==> config.mk <==
export PLATFORM = sky130hd
export DESIGN_NAME = asteroid_collision_detector
export DESIGN_NICKNAME = d
export VERILOG_FILES = /design/src/rtl/asteroid_collision_detector.sv
export SDC_FILE = /design/constraint.sdc
export NUM_CORES = 1
export LEC_CHECK = 0
export CORE_MARGIN = 2
export CORE_UTILIZATION = 25
export CTS_CLUSTER_SIZE = 8
export DETAILED_ROUTE_END_ITERATION = 16
export PLACE_DENSITY = 0.51
export SYNTH_ARGS = -nofsm -noshare
export SYNTH_HDL_FRONTEND = slang
export SYNTH_SLANG_ARGS = --single-unit
==> constraint.sdc <==
create_clock -name clk -period 9.8 [get_ports clk]
set_input_delay 2.45 -clock clk [delete_from_list [all_inputs] [get_ports clk]]
set_output_delay 2.45 -clock clk [all_outputs]
set_load 0.05 [all_outputs]
==> src/rtl/asteroid_collision_detector.sv <==
// Per-frame collision scanner: walks every asteroid slot once per frame_tick and
// tests it against a snapshot of the bullet point and the ship bounding box.
module asteroid_collision_detector #(
  parameter int ASTEROID_COUNT = 8,
  parameter int ENTITY_SIZE    = 34,
  parameter int ASTEROID_SIZE  = 16,
  parameter int SHIP_SIZE      = 16
) (
  input  logic                                      clk,
  input  logic                                      reset_n,
  input  logic                                      frame_tick,
  input  logic [ASTEROID_COUNT-1:0][ENTITY_SIZE-1:0] asteroids_data,
  input  logic                                      bullet_valid,
  input  logic [9:0]                                bullet_x,
  input  logic [9:0]                                bullet_y,
  input  logic [9:0]                                ship_x,
  input  logic [9:0]                                ship_y,
  output logic                                      delete_asteroid,
  output logic [9:0]                                asteroid_address,
  output logic                                      bullet_hit,
  output logic                                      ship_hit,
  output logic [15:0]                               score,
  output logic                                      busy,
  output logic                                      scan_done,
  output logic [1:0]                                fsm_state
);

  // Pulse semantics: frame_tick is sampled only in IDLE (no queueing while busy);
  // delete_asteroid, bullet_hit, ship_hit and scan_done are single-cycle strobes,
  // and asteroid_address is meaningful only while delete_asteroid is high.

  typedef enum logic [1:0] {
    IDLE = 2'd0,
    SCAN = 2'd1,
    HIT  = 2'd2,
    DONE = 2'd3
  } state_t;

  localparam logic [9:0]  LAST_INDEX = 10'(ASTEROID_COUNT - 1);
  localparam logic [10:0] AST_EXT    = 11'(ASTEROID_SIZE);
  localparam logic [10:0] SHIP_EXT   = 11'(SHIP_SIZE);

  state_t     state;
  state_t     next_state;
  logic [9:0] index;

  logic       snap_bullet_valid;
  logic [9:0] snap_bullet_x;
  logic [9:0] snap_bullet_y;
  logic [9:0] snap_ship_x;
  logic [9:0] snap_ship_y;
  logic       ship_hit_seen;

  logic [ENTITY_SIZE-1:0] cur;
  logic                   ast_active;
  logic [9:0]             ast_x;
  logic [9:0]             ast_y;
  logic                   slot_bullet;
  logic                   slot_ship;
  logic                   slot_hit;
  logic                   last_slot;
  logic                   unused_entity_bits;

  // Point-in-span test widened to 11 bits so a box near 1023 never wraps to 0.
  function automatic logic in_span(input logic [9:0] a, input logic [9:0] p,
                                   input logic [10:0] ext);
    logic [10:0] ae;
    logic [10:0] pe;
    ae = {1'b0, a};
    pe = {1'b0, p};
    return (ae <= pe) && (pe < ae + ext);
  endfunction

  function automatic logic spans_overlap(input logic [9:0] s, input logic [9:0] a);
    logic [10:0] se;
    logic [10:0] ae;
    se = {1'b0, s};
    ae = {1'b0, a};
    return (se < ae + AST_EXT) && (ae < se + SHIP_EXT);
  endfunction

  always_comb begin
    cur = '0;
    for (int i = 0; i < ASTEROID_COUNT; i++) begin
      if (index == 10'(i)) cur = asteroids_data[i];
    end
  end

  assign ast_active         = cur[33];
  assign ast_y              = cur[25:16];
  assign ast_x              = cur[15:6];
  assign unused_entity_bits = ^cur;

  assign slot_bullet = ast_active && snap_bullet_valid
                    && in_span(ast_x, snap_bullet_x, AST_EXT)
                    && in_span(ast_y, snap_bullet_y, AST_EXT);
  assign slot_ship   = ast_active
                    && spans_overlap(snap_ship_x, ast_x)
                    && spans_overlap(snap_ship_y, ast_y);
  assign slot_hit    = slot_bullet || slot_ship;
  assign last_slot   = (index == LAST_INDEX);
  assign fsm_state   = state;

  always_ff @(posedge clk or negedge reset_n) begin
    if (!reset_n) state <= IDLE;
    else          state <= next_state;
  end

  always_comb begin
    next_state = state;
    case (state)
      IDLE: if (frame_tick) next_state = SCAN;
      SCAN: begin
        if (slot_hit)       next_state = HIT;
        else if (last_slot) next_state = DONE;
        else                next_state = SCAN;
      end
      HIT:  next_state = last_slot ? DONE : SCAN;
      DONE: next_state = IDLE;
      default: next_state = IDLE;
    endcase
  end

  // Datapath and registered outputs; strobes are loaded on the edge entering
  // the state that owns them, so they are high exactly during HIT or DONE.
  always_ff @(posedge clk or negedge reset_n) begin
    if (!reset_n) begin
      index             <= '0;
      snap_bullet_valid <= 1'b0;
      snap_bullet_x     <= '0;
      snap_bullet_y     <= '0;
      snap_ship_x       <= '0;
      snap_ship_y       <= '0;
      ship_hit_seen     <= 1'b0;
      score             <= '0;
      delete_asteroid   <= 1'b0;
      asteroid_address  <= '0;
      bullet_hit        <= 1'b0;
      ship_hit          <= 1'b0;
      busy              <= 1'b0;
      scan_done         <= 1'b0;
    end else begin
      delete_asteroid <= 1'b0;
      bullet_hit      <= 1'b0;
      ship_hit        <= 1'b0;
      scan_done       <= (next_state == DONE);
      busy            <= (next_state != IDLE);
      case (state)
        IDLE: begin
          if (frame_tick) begin
            index             <= '0;
            snap_bullet_valid <= bullet_valid;
            snap_bullet_x     <= bullet_x;
            snap_bullet_y     <= bullet_y;
            snap_ship_x       <= ship_x;
            snap_ship_y       <= ship_y;
            ship_hit_seen     <= 1'b0;
          end
        end
        SCAN: begin
          if (slot_hit) begin
            delete_asteroid  <= 1'b1;
            asteroid_address <= index;
            if (slot_bullet) begin
              bullet_hit        <= 1'b1;
              snap_bullet_valid <= 1'b0;
              if (score != 16'hFFFF) score <= score + 16'd1;
            end
            if (slot_ship && !ship_hit_seen) begin
              ship_hit      <= 1'b1;
              ship_hit_seen <= 1'b1;
            end
          end else if (!last_slot) begin
            index <= index + 10'd1;
          end
        end
        HIT: begin
          if (!last_slot) index <= index + 10'd1;
        end
        default: ;
      endcase
    end
  end

endmodule

==> flow_summary.json <==
{
  "grt_pass1_vias": 7555,
  "p_seq_frac": 0.174,
  "arrival_ps": 8750,
  "r2r_cells": 22,
  "syn_nets": 1298,
  "switching_share": 0.508,
  "initial_core_util": 0.254,
  "synthCells": 900,
  "overflow": 0,
  "p_leak_nw": 4.76,
  "min_path_type": "flop to flop",
  "drv_cap": 0,
  "worst_slack_ps": 1330,
  "yosysSeqAreaShare": 0.273,
  "dr.pass1.iters": 5,
  "holdPathEnd": "ship_hit$_DFF_PN0_",
  "drive_gt1_frac": 0.0903,
  "tns_ps": 0,
  "die_area_mm2": 0.0326,
  "hold_start": "ship_hit_seen$_DFFE_PN0P_",
  "fmax_mhz": 118,
  "grtUsageTotal": 0.174,
  "cts_sinks": 85,
  "grt_max_degree": 59,
  "synth_area_per_cell_um2": 8.66,
  "synthFlopType": "dfrtp_1",
  "p_clk_frac": 0.102,
  "power-per-cell-area_mw_per_mm2": 314,
  "outcome": "completed",
  "ant_nets": 0,
  "fin_nets": 1522,
  "coreArea_mm2": 0.0307,
  "area_growth_pct": 40.3,
  "critPathLaunchType": "input port",
  "die_h_um": 181,
  "yosysUniqueCellTypes": 76,
  "io_buffers": 244,
  "p_comb_frac": 0.724,
  "n_antenna_cell": 0,
  "cts_buffer_depth": 2,
  "yosys.area.top_type": "dfrtp_1",
  "dp_slack_ps": 935,
  "setup.worst_path.end_class": "flop",
  "crit_required_ps": 10080,
  "yosys_warnings": 0,
  "post-cts-setup-buffer-count": 0,
  "gp_congestion": 0.872,
  "ir_worst_vdd_mv": 0.120,
  "p_int_mw": 1.69,
  "async_flop_share": 1.00,
  "final_area_mm2": 0.0109,
  "hold_buffers": 0,
  "dpl_cell_area_mm2": 0.0106,
  "setup_viol": 0,
  "period_minus_slack_ps": 8470,
  "cts_resized": 0,
  "synth-seq-cells": 85,
  "hpwlAfterDp_um": 23200,
  "routed_wl_um": 28900,
  "via_per_inst": 5.01,
  "rsz0062_at_grt": "no",
  "utilization": 0.356,
  "std_cell_rows": 64,
  "clock_latency_ps": 360,
  "fin_worst_skew_ps": 12.6,
  "maxSlewHeadroom": 0.203,
  "die_w_um": 181,
  "htreeDepth": 3,
  "fin_crit_sh": 0.865,
  "tightest_slew_ps": 1190,
  "ys_top_cells_by_area": "dfrtp_1, ha_1, mux2_2",
  "worstHoldPathCells": 1,
  "cp_max_fo": 10,
  "r2r-end": "index[1]$_DFFE_PN0P_",
  "io_pins": 349,
  "p_switching_mw": 1.75,
  "synth_edf_count": 0,
  "r2r_start": "index[5]$_DFFE_PN0P_",
  "drt-wirelength-per-cell_um": 18.9,
  "total_power_mw": 3.44,
  "num_vias": 7646,
  "rrSetupSlack_ps": 2030,
  "final_common_cell": "clkdlybuf4s50_1",
  "antenna_found_initial": 0,
  "final_max_slew_viol_count": 0,
  "final_hold_viol_count": 0,
  "tritoncts": "done",
  "numCtsBuffers": 9,
  "syn-cell-area_mm2": 0.00779,
  "crit_type": "input port to flop",
  "drtIter0Drc": 370,
  "grt_pass1_wl_um": 44600,
  "cts_root_buf": "clkbuf_16",
  "drc": 0,
  "cts.clk_slew.worst_paths_ps": 80,
  "synth_top_cell_area_share": 0.273,
  "layout_common_cells": "clkdlybuf4s50_1, dfrtp_1, ha_1"
}
[cell type report]
type	count	area, µm²
Fill cell	3206	19700
Multi-Input combinational cell	703	5220
Timing Repair Buffer	258	2540
Sequential cell	85	2130
Tap cell	396	495
Inverter	67	251
Clock buffer	9	225
Clock inverter	7	71.3
[flip-flops by register name, indices dropped and copies added, names as in the netlist]
name and cells:
bullet_hit 1, snap_ship_y 10, snap_bullet_y 10, ship_hit_seen 1
score 16, snap_bullet_valid 1, index 10, snap_ship_x 10
busy 1, fsm_state 2, asteroid_address 10, snap_bullet_x 10
delete_asteroid 1, ship_hit 1, scan_done 1
[worst max path at each step]
| stage | startpoint | to | slack (ps) | cells after the start |
|---|---|---|---|---|
| 2_1_floorplan | asteroids_data[55] | asteroid_address[1]$_DFFE_PN0P_ | 2920 | 22 |
| 3_3_place_gp | asteroids_data[54] | asteroid_address[0]$_DFFE_PN0P_ | 870 | 22 |
| 3_5_place_dp | asteroids_data[54] | asteroid_address[0]$_DFFE_PN0P_ | 930 | 22 |
| 4_1_cts | asteroids_data[54] | asteroid_address[0]$_DFFE_PN0P_ | 1280 | 22 |
| 5_1_grt | asteroids_data[54] | index[1]$_DFFE_PN0P_ | 830 | 22 |
| 6_report | asteroids_data[54] | index[1]$_DFFE_PN0P_ | 1330 | 22 |
[synth_stat cells (12+ instances only)]
cell type	number
mux2_2	46
nand2b_1	14
nor2b_1	15
nand3_1	31
a211o_1	14
o21ai_0	32
xnor2_1	12
o31ai_1	12
a21o_1	16
nor2_1	56
buf_2	17
nor3_1	18
inv_1	66
dfrtp_1	85
a21oi_1	69
clkbuf_1	19
nand2_1	59
ha_1	82
xor2_1	17
[stage by stage]
step                      std cells  hold slack (ps)
final                          1525              471
after detailed placement       1509              459
after global routing           1525              494
after global placement         1509              465
after CTS                      1525              473
after floorplan                 900              431
[critical path, stage by stage]
cell and delay [ps]:
clkdlybuf4s50_1 470, a22oi_1 80, o21ai_0 220, mux2i_1 110, o2bb2ai_1 150, o21ai_0 560
o21a_1 300, ha_1 330, inv_1 80, nor4_2 370, nand2_1 120, xnor2_1 280
ha_1 300, a2111oi_0 420, o21ai_0 210, a2111oi_0 420, a21oi_1 150, and2_1 190
or3_1 330, or3_1 440, o21ai_2 500, mux2i_1 240
[layer usage]
layer,GRT usage,vias to the layer above,routed length (µm)
li1,-,3769,-
met1,0.240,3624,13600
met2,0.282,232,13200
met3,0.0340,21,1640
met4,0.0384,0,408
met5,0,-,0
[cells by family (layout without fill, tap and decap cells)]
group	after synthesis	in the layout	synth area share
and+or+nand+nor	273	273	0.187
AOI/OAI and AO/OA	262	262	0.235
buffers and inverters	112	341	0.0586
DFF	85	85	0.273
adders and majority gates	82	82	0.132
muxes	57	57	0.0821
xor gates and xnor gates	29	29	0.0326
[power groups by stage]
stage          Sequential, mW  Clock [mW]  Combinational (mW)
2_1_floorplan           0.595           0                1.73
3_3_place_gp            0.607           0                2.45
3_5_place_dp            0.609           0                2.48
4_1_cts                 0.602       0.365                2.50
5_1_grt                 0.623       0.378                2.80
6_report                0.598       0.350                2.49
Power figures use the tool's default switching activity.
==> variant 1, RTL diff (config.mk and constraints unchanged) <==
Make the reset (`reset_n`) synchronous in 2 clocked blocks.
--- a/src/rtl/asteroid_collision_detector.sv
+++ b/src/rtl/asteroid_collision_detector.sv
@@ -103,3 +103,3 @@
 
-  always_ff @(posedge clk or negedge reset_n) begin
+  always_ff @(posedge clk) begin
     if (!reset_n) state <= IDLE;
@@ -125,3 +125,3 @@
   // the state that owns them, so they are high exactly during HIT or DONE.
-  always_ff @(posedge clk or negedge reset_n) begin
+  always_ff @(posedge clk) begin
     if (!reset_n) begin
Behaviour: differs if reset_n is asserted again (counterexample within 4 cycles, from zero or initial values and one cycle with reset_n low); with reset_n held inactive, the same outputs for 4 cycles.
==> variant 1 against the unedited design <==
- synthesized area down 1.3%
- global-route usage grew 0.53 points
- largest power group unchanged
- sequential cell count is the same
- routed wire length rose by 3.5%
- critical path depth decreased by 3
- combinational power fell by 29%
- sequential power shrank 27%
- largest cell class unchanged
- power decreased by 25%
- worst setup slack better by 1.1 ns
- cell area decreased by 1.3%
==> variant 1: results (changes against the unedited design) <==
Post-synth ARST share 0% (was 100.0%); Ys Warns 0 (unchanged); vias in the first global route 7825 (was 7555); placed wire-length estimate 23.80 mm (was 23.16 mm); register area share after synthesis 22.13% (was 27.30%); status finished, final reports clean (unchanged); post-cts resize count 0 (unchanged); routability cong. 0.8689 (was 0.8724); global-route wire length before repair 44.51 mm (was 44.60 mm); IO Port Bufs 244 (unchanged); Most flops, register score (unchanged); unique cell type count in the Yosys netlist 84 (was 76); post-CTS setup buffers 0 (unchanged); family with the most delay on the worst path compound AO/OA/AOI/OAI gates (unchanged); Int Pwr 1.350 mW (was 1.690 mW); fillcell total 3309 (was 3206); met3 routed WL 1.826 mm (was 1.636 mm); highest routed layer met4 (unchanged); Max VDD drop 0.0001244 V (was 0.0001203 V); First DRT Iteration DRCs 426 (was 370); total track usage 17.96% (was 17.43%); cts bufs inserted 9 (unchanged); Clock Tree Root clkbuf_16 (unchanged); M1 WL 14.40 mm (was 13.62 mm); Area contributors post-synth dfxtp_1, ha_1, nand2_1 (was dfrtp_1, ha_1, mux2_2); Final nets 1649 (was 1522); Crit path largest cell delay 0.63 ns (was 0.56 ns); Top power group combinational logic (unchanged); Worst slew margin 20.73% (was 20.34%); Clock Power Share 14.6% (was 10.2%); largest net degree at the start of global routing 57 (was 59); drt via density 5.019 (was 5.014); crit path DAT 7.56 ns (was 8.75 ns); Worst Skew 0.008172 ns (was 0.01264 ns); initial antenna violation count 0 (unchanged); ant diodes 0 (unchanged); syn nets 1444 (was 1298); Bufs on Longest Clock Path 2 (unchanged); clock slew at reported path FFs 0.06 ns (was 0.08 ns); crit-path max FO 9 (was 10); P_comb 1.78 mW (was 2.49 mW); slowest CP cell nor3_1 (was o21ai_0); synth cell count leaders nand2_1, a21oi_1, dfxtp_1 (was dfrtp_1, ha_1, a21oi_1); worst min path class reg2reg (unchanged); cts hold-fix bufs 0 (unchanged); WL/cell 18.12 µm (was 18.95 µm); fraction of layout cells with a size suffix above 1 4.701% (was 9.035%); H-Tree Depth 3 (unchanged); first-pass iteration count of the detailed router 5 (unchanged); max reg flops 16 (unchanged); Clk Latency, worst-skew pair 0.35 ns; met2 WL 13.28 mm (was 13.23 mm); Pleak 4.093 nW (was 4.759 nW)
variant 1: worst paths after layout:
path,startpoint,to,slack [ns],cells past startpoint
setup / recovery,asteroids_data[147],index[1]$_SDFFE_PN0P_,2.45,19
hold / removal,ship_hit_seen$_SDFFE_PN0P_,ship_hit$_SDFF_PN0_,0.46,1
setup reg to reg,index[0]$_SDFFE_PN0P_,index[1]$_SDFFE_PN0P_,3.21,19
hold reg to reg,ship_hit_seen$_SDFFE_PN0P_,ship_hit$_SDFF_PN0_,0.46,1
variant 1: logic make-up after synthesis:
| family | Yosys count | synth area share [%] |
|---|---|---|
| and+or+nand+nor | 407 | 26.24 |
| AOI/OAI and AO/OA | 319 | 28.07 |
| buffers and inverters | 120 | 6.183 |
| DFF | 85 | 22.13 |
| adders and majority gates | 82 | 13.34 |
| xor gates and xnor gates | 22 | 2.603 |
| muxes | 11 | 1.432 |
variant 1: metrics by stage:
step                instance area (µm²)  util, %  setup WS (ns)  instances  power, mW
floorplan                          7690        -          3.573       1046      1.679
global placement                  10470    34.40          2.099       1636      2.198
detailed placement                10470    34.40          2.115       1636      2.217
CTS                               10790    35.46          2.466       1651      2.610
global route                      10790    35.46          2.111       1651      2.855
finish                            10790    35.46          2.452       1651      2.590
variant 1: cell type report:
| cell class | instances | area share (%) |
|---|---|---|
| Tap cell | 396 | 4.592 |
| Timing Repair Buffer | 255 | 23.40 |
| Clock inverter | 5 | 0.7770 |
| Multi-Input combinational cell | 841 | 51.19 |
| Inverter | 59 | 2.053 |
| Sequential cell | 85 | 15.77 |
| Clock buffer | 10 | 2.215 |
variant 1: layer usage:
layer  track usage [%]  up-vias
met5                 0        -
met4             4.032        0
met3             2.785       20
met2             29.12      232
met1             25.03     3845
li1                  -     4190
==> variant 2, RTL diff (config.mk and constraints unchanged) <==
Made on the original files. Set the parameter `ASTEROID_COUNT` to 4 (it was 8).
--- a/src/rtl/asteroid_collision_detector.sv
+++ b/src/rtl/asteroid_collision_detector.sv
@@ -3,3 +3,3 @@
 module asteroid_collision_detector #(
-  parameter int ASTEROID_COUNT = 8,
+  parameter int ASTEROID_COUNT = 4,
   parameter int ENTITY_SIZE    = 34,
Interface: changed (resized asteroids_data); port bits go from 349 to 213. The function was not compared with the original's and may differ.
==> variant 2 against the unedited design <==
- first-iteration DRC count fell by 26%
- sequential cell count did not move
- cell area decreased by 18%
- power fell by 18%
- maximum frequency up 18%
- core utilization down 2.0 points
- critical path depth unchanged
- worst setup slack gained 1.3 ns
- routed wire length decreased by 27%
- synthesized area fell by 14%
- largest power group unchanged
==> variant 2: results (changes against the unedited design) <==
syn nets 998 (was 1298); WL final 21.10 mm (was 28.90 mm); Pleak 3.989 nW (was 4.759 nW); cts bufs inserted 9 (unchanged); Max VDD drop 0.0001123 V (was 0.0001203 V); placed wire-length estimate 16.46 mm (was 23.16 mm); Final period util 73.52% (was 86.46%); Crit path largest cell delay 0.75 ns (was 0.56 ns); crit-path max FO 16 (was 10); synth cell count leaders dfrtp_1, ha_1, inv_1 (was dfrtp_1, ha_1, a21oi_1); Area contributors post-synth dfrtp_1, ha_1, mux2_2 (unchanged); fraction of layout cells with a size suffix above 1 10.22% (was 9.035%); Hold Crit Start ship_hit_seen$_DFFE_PN0P_ (unchanged); Worst slew margin 45.80% (was 20.34%); IO Port Bufs 160 (was 244); first-pass iteration count of the detailed router 4 (was 5); Worst Skew 0.01135 ns (was 0.01264 ns); total track usage 15.26% (was 17.43%); Bufs on Longest Clock Path 2 (unchanged); total number of vias 5904 (was 7646); routability cong. 0.8309 (was 0.8724); status finished, final reports clean (unchanged); Reg power frac 20.6% (was 17.4%); slowest CP cell or4_1 (was o21ai_0); pre-CTS setup slack 2.201 ns (was 0.9349 ns); global-route wire length before repair 33.52 mm (was 44.60 mm); Reg2Reg Setup Slack 3.32 ns (was 2.03 ns); First DRT Iteration DRCs 272 (was 370); largest net degree at the start of global routing 56 (was 59); register area share after synthesis 31.62% (was 27.30%); vias in the first global route 6181 (was 7555); R2R Path Start index[0]$_DFFE_PN0P_ (was index[5]$_DFFE_PN0P_); max reg flops 16 (unchanged); initial antenna violation count 6 (was 0); switch share 47.95% (was 50.83%); fillcell total 2796 (was 3206); crit path DAT 7.44 ns (was 8.75 ns); Worst setup startpoint asteroids_data[11] (was asteroids_data[54]); P_comb 1.88 mW (was 2.49 mW); Final nets 1147 (was 1522)
==> variant 2: per-layer routing <==
layer	up-vias	share of wire, %	wire length, µm	global-route usage (%)
met5	-	0.076	16	0
met4	2	2.6	555	5.406
met3	28	6.1	1295	4.607
met2	140	45	9408	24.27
met1	2795	47	9820	19.64
li1	2939	-	-	-
==> variant 2: cell type report <==
| class | count | area share [%] |
|---|---|---|
| multi-input cells | 560 | 47.12 |
| well taps | 341 | 4.753 |
| flip-flops and latches | 85 | 23.69 |
| repair buffers | 168 | 18.48 |
| diodes | 5 | 0.1394 |
| inverters | 61 | 2.551 |
| clock buffers | 10 | 2.662 |
| clock inverters | 6 | 0.5993 |
==> variant 2: cell families after synthesis <==
kind of cell | share of synthesized area [%]
XOR/XNOR | 3.906
AO/OA/AOI/OAI | 17.32
adder cells (fa/ha/maj) | 15.57
AND/OR/NAND/NOR | 18.40
buffers and inverters | 5.524
flip-flops | 31.62
multiplexers | 7.664
==> variant 2: per-stage QoR <==
| stage | utilization [%] | instance area [µm²] | cells | power (mW) | hold slack [ns] |
|---|---|---|---|---|---|
| 4_1_cts | 33.64 | 8965 | 1231 | 2.843 | 0.4699 |
| 6_report | 33.69 | 8977 | 1236 | 2.802 | 0.4762 |
| 3_5_place_dp | 32.54 | 8672 | 1215 | 2.473 | 0.4539 |
| 5_1_grt | 33.66 | 8970 | 1233 | 3.118 | 0.5070 |
| 3_3_place_gp | 32.54 | 8672 | 1215 | 2.454 | 0.4557 |
| 2_1_floorplan | - | 6726 | 736 | 1.922 | 0.4319 |
==> variant 2: critical path: cells and delay by family <==
kind                       cells  cell delay (ns)
xor gates and xnor gates       1             0.14
adders and majority gates      3             0.87
AOI/OAI and AO/OA              9             1.77
buffers and inverters          1             0.49
and+or+nand+nor                8             1.70
